File: config.mk
export PLATFORM = sky130hd
export DESIGN_NAME = serial_sub_ctrl
export DESIGN_NICKNAME = d
export VERILOG_FILES = /design/src/rtl/serial_sub_ctrl.sv
export SDC_FILE = /design/constraint.sdc
export NUM_CORES = 1
export LEC_CHECK = 0
export BUFFER_PORTS_ARGS = -buffer_cell sky130_fd_sc_hd__buf_2
export CAP_MARGIN = 20
export CORE_MARGIN = 2
export CORE_UTILIZATION = 40
export CTS_CLUSTER_SIZE = 28
export DETAILED_ROUTE_END_ITERATION = 7
export GPL_TIMING_DRIVEN = 1
export SKIP_CTS_REPAIR_TIMING = 1
export SLEW_MARGIN = 20
export SYNTH_ARGS = -nofsm -noshare
export SYNTH_HDL_FRONTEND = slang
export SYNTH_SLANG_ARGS = --single-unit
File: constraint.sdc
create_clock -name clk -period 2.1 [get_ports clk]
set_input_delay 0.315 -clock clk [delete_from_list [all_inputs] [get_ports clk]]
set_output_delay 0.315 -clock clk [all_outputs]
set_load 0.03 [all_outputs]
File: src/rtl/serial_sub_ctrl.sv
// Bit-serial WIDTH-bit subtract controller: feeds a one-bit full-subtractor cell LSB first
// through a registered borrow chain and reports diff, borrow out and signed overflow.
module serial_sub_ctrl #(
  parameter  int unsigned WIDTH = 8,
  localparam int unsigned CNT_W = $clog2(WIDTH) + 1
) (
  input  logic             clk,
  input  logic             rst_n,
  input  logic             i_start,
  input  logic [WIDTH-1:0] i_a,
  input  logic [WIDTH-1:0] i_b,
  input  logic             i_borrow_in,
  output logic             o_busy,
  output logic             o_done,
  output logic [WIDTH-1:0] o_diff,
  output logic             o_borrow_out,
  output logic             o_ovf
);

  localparam logic [CNT_W-1:0] LastCnt = CNT_W'(WIDTH - 1);

  typedef enum logic [1:0] {StIdle, StRun, StDone} state_e;

  state_e             r_state;
  state_e             w_state_next;
  logic [WIDTH-1:0]   r_a_sh;
  logic [WIDTH-1:0]   r_b_sh;
  logic [WIDTH-2:0]   r_res_sh;
  logic               r_borrow;
  logic [CNT_W-1:0]   r_cnt;
  logic               r_a_msb;
  logic               r_b_msb;
  logic [WIDTH-1:0]   r_diff;
  logic               r_borrow_out;
  logic               r_ovf;

  logic               w_x;
  logic               w_y;
  logic               w_z;
  logic               w_cell_d;
  logic               w_cell_b;
  logic               w_last;
  logic [WIDTH-1:0]   w_res_next;

  // One-bit full-subtractor cell: x - y - z -> D, B
  assign w_x      = r_a_sh[0];
  assign w_y      = r_b_sh[0];
  assign w_z      = r_borrow;
  assign w_cell_d = w_x ^ w_y ^ w_z;
  assign w_cell_b = (~w_x & (w_y | w_z)) | (w_y & w_z);

  // Result bits enter at the MSB end so the LSB-first stream lands in place
  assign w_res_next = {w_cell_d, r_res_sh};
  assign w_last     = (r_cnt == LastCnt);

  always_ff @(posedge clk or negedge rst_n) begin
    if (!rst_n) begin
      r_state <= StIdle;
    end else begin
      r_state <= w_state_next;
    end
  end

  always_comb begin
    w_state_next = r_state;
    unique case (r_state)
      StIdle:  if (i_start) w_state_next = StRun;
      StRun:   if (w_last)  w_state_next = StDone;
      StDone:  w_state_next = StIdle;
      default: w_state_next = StIdle;
    endcase
  end

  always_ff @(posedge clk or negedge rst_n) begin
    if (!rst_n) begin
      r_a_sh       <= '0;
      r_b_sh       <= '0;
      r_res_sh     <= '0;
      r_borrow     <= 1'b0;
      r_cnt        <= '0;
      r_a_msb      <= 1'b0;
      r_b_msb      <= 1'b0;
      r_diff       <= '0;
      r_borrow_out <= 1'b0;
      r_ovf        <= 1'b0;
    end else if (r_state == StIdle && i_start) begin
      r_a_sh   <= i_a;
      r_b_sh   <= i_b;
      r_borrow <= i_borrow_in;
      r_cnt    <= '0;
      r_a_msb  <= i_a[WIDTH-1];
      r_b_msb  <= i_b[WIDTH-1];
    end else if (r_state == StRun) begin
      r_a_sh   <= r_a_sh >> 1;
      r_b_sh   <= r_b_sh >> 1;
      r_res_sh <= w_res_next[WIDTH-1:1];
      r_borrow <= w_cell_b;
      r_cnt    <= r_cnt + CNT_W'(1);
      if (w_last) begin
        r_diff       <= w_res_next;
        r_borrow_out <= w_cell_b;
        // Overflow only possible when operand signs differ
        r_ovf        <= (r_a_msb != r_b_msb) && (w_cell_d != r_a_msb);
      end
    end
  end

  assign o_busy       = (r_state == StRun);
  assign o_done       = (r_state == StDone);
  assign o_diff       = r_diff;
  assign o_borrow_out = r_borrow_out;
  assign o_ovf        = r_ovf;

endmodule

; Word-level counts from Yosys, hierarchy flattened
; Cells that the tools add are included.
; Widths: inputs -> output; s select.
[word_totals]
register_bits = 42
[classes]
mux = 11
addsub = 1
eq_ne = 7
reduce_logical = 7
bitwise_logic = 8
[op_table]
columns = operator, n
row1 = $mux 8, 4
row2 = $mux 4, 2
row3 = $add 4x1->4 const B, 1
row4 = $eq 4x3->1 const B, 1
row5 = $mux 2, 2
row6 = $pmux 2 s2, 1
row7 = $reduce_and 2->1, 2
row8 = $reduce_and 3->1, 1
row9 = $and 1x1->1, 2
row10 = $eq 2x1->1 const B, 1
row11 = $eq 2x2->1 const B, 1
row12 = $logic_and 1x1->1, 2
row13 = $logic_not 2->1, 1
row14 = $mux 1, 2
row15 = $ne 1x1->1, 2
row16 = $ne 2x1->1 const B, 1
row17 = $ne 2x2->1 const B, 1
row18 = $not 1->1, 2
row19 = $or 1x1->1, 2
row20 = $reduce_bool 2->1, 1
row21 = $xor 1x1->1, 2

; Longest topological paths before layout
; Gate-level depths: netlist of the first run.
[logic_depth]
depth_word = 5
ltp_mapped = 5
mapped_depth_nobuf = 5

; Worst setup path before layout of the first run
; Ideal clock, no wire load.
[synth_timing]
path_type = reg2out
startpoint = register r_state[1]
endpoint = output o_done
t_required_ps = 1785
path_slack_ps = 483
arrival_ps = 1302
stages_incl_launch_ff = 4
n_path_buf = 2
path_cell_list = dfrtp_1 > buf_2 > buf_1 > nor2b_1
[synth_between]
elab_chain_cells = 1
[synth_lines]
columns = item, line
row1 = from (decl), 24  ; state_e r_state;
row2 = from (signal assigned), 58  ; r_state <= StIdle;
row3 = from (signal assigned), 60  ; r_state <= w_state_next;
row4 = $eq 2x2->1, 109  ; assign o_done = (r_state == StDone);
row5 = to (decl), 14  ; output logic o_done,
; Every way passes these cells.

; Worst setup path after layout of the first run
[layout_timing]
startpoint = register r_state[1]
endpoint = output o_busy
[layout_between]
elab_chain_cells = 1
[layout_lines]
columns = item, line
row1 = $eq 2x1->1, 108  ; assign o_busy = (r_state == StRun);
row2 = to (decl), 13  ; output logic o_busy,
; Every way passes these cells.

==> results of run 1 <==
worst reg2reg max path, delay by kind of cell (launching register included):
kind,cells,cell delay (ns)
multiplexers,1,0.33
AND/OR/NAND/NOR,2,0.70
buffers and inverters,1,0.18
flip-flops,1,0.38
power by group:
group / switching, W / internal [W]
clock network: 0.000264 / 0.000265
registers: 0.000242 / 0.00116
logic: 0.000835 / 0.000644
total: 0.00134 / 0.00207
area by class of cell:
cell class / instances / area [um2]
Inverter: 3 / 11.26
Sequential cell: 42 / 1051
Tap cell: 67 / 83.83
Timing Repair Buffer: 38 / 220.2
Clock buffer: 7 / 86.33
Multi-Input combinational cell: 123 / 828.3
Clock inverter: 1 / 5.005
Fill cell: 459 / 2437
metal layers:
layer	vias up	routed length [um]	track usage, %
met2	34	1650	24.01
met1	662	1862	21.34
met4	0	36	4.848
li1	695	-	-
met3	4	214	4.743
met5	-	0	0
synthesized netlist by cell type, drive strengths merged:
cell and number:
a21oi 17, a22o 2, a22oi 15, a2bb2oi 1, and2b 6, buf 8, clkbuf 3, dfrtp 42
fa 1, ha 1, inv 3, mux2 12, mux2i 1, nand2 25, nand2b 2, nand3 2
nor2 2, nor2b 13, nor3 1, o21ai 19, o21bai 1, o22ai 1, o311ai 1
per-stage QoR:
| step | std cells | setup WS [ns] | power [W] | hold WS, ns | area (um2) |
|---|---|---|---|---|---|
| 2_1_floorplan | 179 | 0.4831 | 0.002523 | 0.01941 | 1959 |
| 3_3_place_gp | 273 | 0.4365 | 0.002901 | 0.4245 | 2195 |
| 3_5_place_dp | 273 | 0.4173 | 0.002920 | 0.4224 | 2195 |
| 4_1_cts | 281 | 0.3221 | 0.003459 | 0.1070 | 2286 |
| 5_1_grt | 281 | 0.2527 | 0.003699 | 0.1337 | 2286 |
| 6_report | 281 | 0.3363 | 0.003407 | 0.07299 | 2286 |
sequential cells by signal, summed over array words and instances (netlist names), 2 cells and up:
name / cells
o_diff: 8
r_a_sh: 8
r_b_sh: 8
r_cnt: 4
r_res_sh: 7
r_state: 2
cells by family (layout without fill, tap and decap cells):
| kind of cell | after synthesis | in the layout | synth area share (%) |
|---|---|---|---|
| compound gates | 57 | 57 | 17.43 |
| simple gates | 51 | 51 | 13.86 |
| flops | 42 | 42 | 53.64 |
| buf+inv | 14 | 49 | 4.086 |
| mux | 13 | 13 | 9.323 |
| fa+ha+maj | 2 | 2 | 1.660 |
final timing paths:
kind / slack, ns / start / to
min in group clk: 0.27 / i_b[7] / r_b_msb$_DFFE_PN0P_
max reg2reg: 0.41 / r_state[1]$_DFFE_PN0P_ / o_diff[0]$_DFFE_PN0P_
max in group asynchronous: 1.64 / rst_n / o_borrow_out$_DFFE_PN0P_
min: 0.07 / rst_n / r_res_sh[1]$_DFFE_PN0P_
max: 0.34 / r_state[1]$_DFFE_PN0P_ / o_busy
min reg2reg: 0.48 / r_res_sh[0]$_DFFE_PN0P_ / r_res_sh[0]$_DFFE_PN0P_
==> Implementation_results.wiki, run 1 <==
{| class="wikitable"
! Metric !! Value
|-
| Final setup TNS || 0 ns
|-
| Antenna cells || 0
|-
| Worst Reg-to-Reg Cells || 4
|-
| Run status || completed
|-
| Max-capacitance violation count || 0
|-
| Number of global-route vias before repair || 1372
|-
| Hold Violations, Final || 0
|-
| Pin count of the biggest net entering global routing || 43
|-
| Fraction of synthesized cell area taken by the top area cell type || 53.64%
|-
| Final net count || 235
|-
| Number of core rows || 25
|-
| Clock tree from TritonCTS || yes
|-
| Setup repair after global routing missed its margin || no
|-
| Number of different library cells in the post-synthesis netlist || 30
|-
| Number of H-tree levels || 2
|-
| Syn avg cell area || 10.95 um2
|-
| Actual slew at the worst max-slew pin || 0.5357 ns
|-
| Total standard cell area after synthesis || 0.001959 mm2
|-
| Count of TritonRoute iterations in the first routing pass || 5
|-
| TritonCTS buffer count || 5
|-
| Type of element launching the critical path || register
|-
| Antenna violations before repair || 0
|-
| Crit path buffers/inverters || 2
|-
| Util after Layout || 48.40%
|-
| Area delta synth->final || 16.67%
|-
| Data required time of the critical path || 1.78 ns
|-
| Per-cell routed wire length || 13.39 um
|-
| Total die area || 0.005475 mm2
|-
| CTS Sinks || 42
|-
| Number of cells produced by synthesis || 179
|-
| Vias || 1395
|-
| Critical path, cell by cell || nand2b_2 -> inv_2 -> buf_2
|-
| Cell types with the largest area share after synthesis || sky130_fd_sc_hd__dfrtp_1 54%, sky130_fd_sc_hd__mux2_4 7.7%, sky130_fd_sc_hd__a22oi_1 5.7%
|-
| Wire length of the first global-routing pass || 6.534 mm
|-
| CTS Buffer Depth || 2
|-
| Effective utilization at floorplan || 41.48%
|-
| Worst-path clk slew || 0.08 ns
|-
| Number of violations reported at the end of detailed-routing iteration 0 || 83
|-
| Yosys warning total || 0
|-
| DRC violations left || 0
|-
| Maximum fanout along the worst path || 12
|-
| Cell type contributing the most total cell area after synthesis || sky130_fd_sc_hd__dfrtp_1
|-
| Slowest cell on the critical path || sky130_fd_sc_hd__dfrtp_1
|-
| Via density per instance || 4.964
|-
| Clock skew || 0.004091 ns
|-
| Number of nets in the synthesized netlist || 201
|-
| GRT Residual Overflow || 0
|-
| Seq/Total Area, Yosys || 53.64%
|-
| Post-DP HPWL || 2.549 mm
|-
| Clock latency on the worst-skew pair || 0.29 ns
|-
| Relative slew margins || 64.29%
|-
| Maximum cell stage delay along the critical path || 0.38 ns
|-
| Crit-path leading delay family || buffers and inverters
|-
| Area of the core region || 0.004723 mm2
|-
| Global router's overall resource usage || 15.61%
|-
| Leading cell type in the layout, fill and taps excluded || sky130_fd_sc_hd__dfrtp_1
|-
| CP arrival || 1.45 ns
|-
| Power density cells || 1491 mW/mm2
|-
| Die extent in y || 73.99 um
|-
| LEAKAGE || 1.074 nW
|-
| Largest vdd supply drop || 0.5195 mV
|-
| Top-Level Pins || 32
|-
| Highest attainable clock frequency || 567.0 MHz
|-
| Final Max Slew Viols || 0
|-
| Routability Congestion || 0.6878
|-
| Flip-flop and latch count after synthesis || 42
|-
| CP Capture Type || output pin
|-
| Clk root buf || sky130_fd_sc_hd__clkbuf_8
|-
| Path class of the lowest-slack min-delay path || in2async
|-
| CP Depth || 3
|-
| Die extent in x || 73.99 um
|-
| # port buffers || 31
|-
| Portion of the clock cycle consumed by the worst path in the final layout || 83.98%
|-
| Final antenna-violating net count || 0
|-
| Total detailed-routing wirelength || 3.763 mm
|-
| Kind of critical path || reg2out
|-
| Most frequent cells in the layout || 42 x sky130_fd_sc_hd__dfrtp_1, 31 x sky130_fd_sc_hd__buf_2, 25 x sky130_fd_sc_hd__nand2_1
|-
| Share of post-route cells with drive strength above 1 || 28.50%
|-
| Final critical path time including I/O delays and setup || 1.764 ns
|-
| Number of setup violations in the final report || 0
|}
Note: power is estimated with default switching activity, not from simulation.
==> inputs of run 2 (changes only) <==
clock period = 1.6 ns   (was 2.1 ns; I/O delays follow)
==> Implementation_results.wiki, run 2 (synthesis gave the netlist of run 1 again) <==
{| class="wikitable"
! Metric !! Value
|-
| Die extent in x || 73.99 um
|-
| Endpoint of the most critical register-to-register path || o_diff[0]$_DFFE_PN0P_
|-
| Via density per instance || 4.881
|-
| Final setup TNS || 0 ns
|-
| Type of element launching the critical path || register
|-
| Area after detailed placement || 0.002237 mm2
|-
| Number of setup violations in the final report || 0
|-
| CTS Sinks || 42
|-
| Final total power || 0.004736 W
|-
| # port buffers || 31
|-
| Run status || completed
|-
| Util after Layout || 50.09%
|-
| Crit-path leading delay family || buffers and inverters
|-
| Antenna cells || 0
|-
| Routability Congestion || 0.7197
|-
| Count of TritonRoute iterations in the first routing pass || 4
|-
| Final Cell Area || 0.002366 mm2
|-
| Actual slew at the worst max-slew pin || 0.4101 ns
|-
| Pin count of the biggest net entering global routing || 27
|-
| Final critical path time including I/O delays and setup || 1.500 ns
|-
| Crit path buffers/inverters || 2
|-
| Max-capacitance violation count || 0
|-
| Area delta synth->final || 20.75%
|-
| Critical path, cell by cell || buf_4 -> nor2b_1 -> buf_2
|-
| Number of H-tree levels || 2
|-
| Worst R2R Start || r_cnt[0]$_DFFE_PN0P_
|-
| Leading cell type in the layout, fill and taps excluded || sky130_fd_sc_hd__dfrtp_1
|-
| Global router's overall resource usage || 16.21%
|-
| Largest vdd supply drop || 0.7252 mV
|-
| Power density cells || 2002 mW/mm2
|-
| Per-cell routed wire length || 13.77 um
|-
| Maximum cell stage delay along the critical path || 0.36 ns
|-
| Clock latency on the worst-skew pair || 0.29 ns
|-
| Path class of the lowest-slack min-delay path || in2reg
|-
| Clock skew || 0.006136 ns
|-
| Setup repair after global routing missed its margin || no
|-
| Hold Violations, Final || 0
|-
| CTS Buffer Depth || 2
|-
| Total die area || 0.005475 mm2
|-
| Vias || 1396
|-
| GRT Residual Overflow || 0
|-
| Worst Reg-to-Reg Cells || 5
|-
| Setup slack, reg-to-reg || 0.13 ns
|-
| Final net count || 240
|-
| Effective utilization at floorplan || 41.48%
|-
| Data required time of the critical path || 1.36 ns
|-
| TritonCTS buffer count || 5
|-
| DRC violations left || 0
|-
| Maximum fanout along the worst path || 21
|-
| Number of violations reported at the end of detailed-routing iteration 0 || 79
|-
| Number of global-route vias before repair || 1436
|-
| Share of post-route cells with drive strength above 1 || 30.14%
|-
| Clock tree from TritonCTS || yes
|-
| Clk root buf || sky130_fd_sc_hd__clkbuf_8
|-
| Post-DP HPWL || 2.705 mm
|-
| Total detailed-routing wirelength || 3.937 mm
|-
| Wire length of the first global-routing pass || 6.817 mm
|-
| LEAKAGE || 1.116 nW
|-
| Antenna violations before repair || 0
|-
| CP Capture Type || output pin
|-
| Final Max Slew Viols || 0
|-
| Relative slew margins || 72.66%
|-
| Top-Level Pins || 32
|-
| Final antenna-violating net count || 0
|-
| Slowest cell on the critical path || sky130_fd_sc_hd__dfrtp_1
|-
| Area of the core region || 0.004723 mm2
|-
| Cells on Worst Hold Path || 2
|-
| Hold EP || r_b_msb$_DFFE_PN0P_
|-
| Highest attainable clock frequency || 666.6 MHz
|-
| Most frequent cells in the layout || 42 x sky130_fd_sc_hd__dfrtp_1, 30 x sky130_fd_sc_hd__buf_2, 25 x sky130_fd_sc_hd__nand2_1
|-
| CP arrival || 1.26 ns
|-
| Die extent in y || 73.99 um
|-
| Worst-path clk slew || 0.08 ns
|-
| Number of core rows || 25
|-
| Start point of the worst hold path || i_b[7]
|-
| Portion of the clock cycle consumed by the worst path in the final layout || 93.76%
|-
| Kind of critical path || reg2out
|}
-- run 2: changes by cell type in the layout (fill, tap and decap cells not counted), sizes merged --
cell / change
clkbuf: -2
clkinv: +1
bufinv: +1
dlygate4sd3: +1
buf: +4
-- run 2: layout make-up --
class,instances,area [um2]
clock buffers,5,68.82
clock inverters,3,40.04
fillers,429,2357
inverters,3,11.26
multi-input cells,123,828.3
flip-flops and latches,42,1051
well taps,67,83.83
repair buffers,43,282.8
-- run 2: routing by layer --
| metal | part of all wire (%) | global-route usage (%) | wire length (um) |
|---|---|---|---|
| met5 | 0 | 0 | 0 |
| met4 | 0.94 | 5.051 | 37 |
| met3 | 4.0 | 3.794 | 156 |
| met2 | 44 | 24.11 | 1746 |
| met1 | 51 | 23.64 | 1997 |
-- run 2: worst max-delay path by stage --
stage | from | cells after the start | end
CTS | r_state[1]$_DFFE_PN0P_ | 4 | o_busy
detailed placement | r_cnt[0]$_DFFE_PN0P_ | 5 | o_diff[0]$_DFFE_PN0P_
finish | r_state[1]$_DFFE_PN0P_ | 3 | o_done
global route | r_state[1]$_DFFE_PN0P_ | 3 | o_done
global placement | r_a_sh[0]$_DFFE_PN0P_ | 4 | o_ovf$_DFFE_PN0P_
floorplan | r_state[1]$_DFFE_PN0P_ | 3 | o_done
-- run 2: metrics by stage --
step,cells,hold slack [ns],worst slack (ns)
floorplan,179,-0.05559,0.05808
finish,286,0.1989,0.09979
global route,286,0.1900,0.008238
CTS,285,-0.1288,0.001214
global placement,277,0.1948,0.1521
detailed placement,277,0.1965,0.1279
-- run 2: report_power, final --
part,switching (W),total (W),internal [W]
Sequential,0.000325,0.00184,0.00152
Combinational,0.00112,0.00206,0.000946
Clock,0.000370,0.000830,0.000460
Total,0.00181,0.00474,0.00292
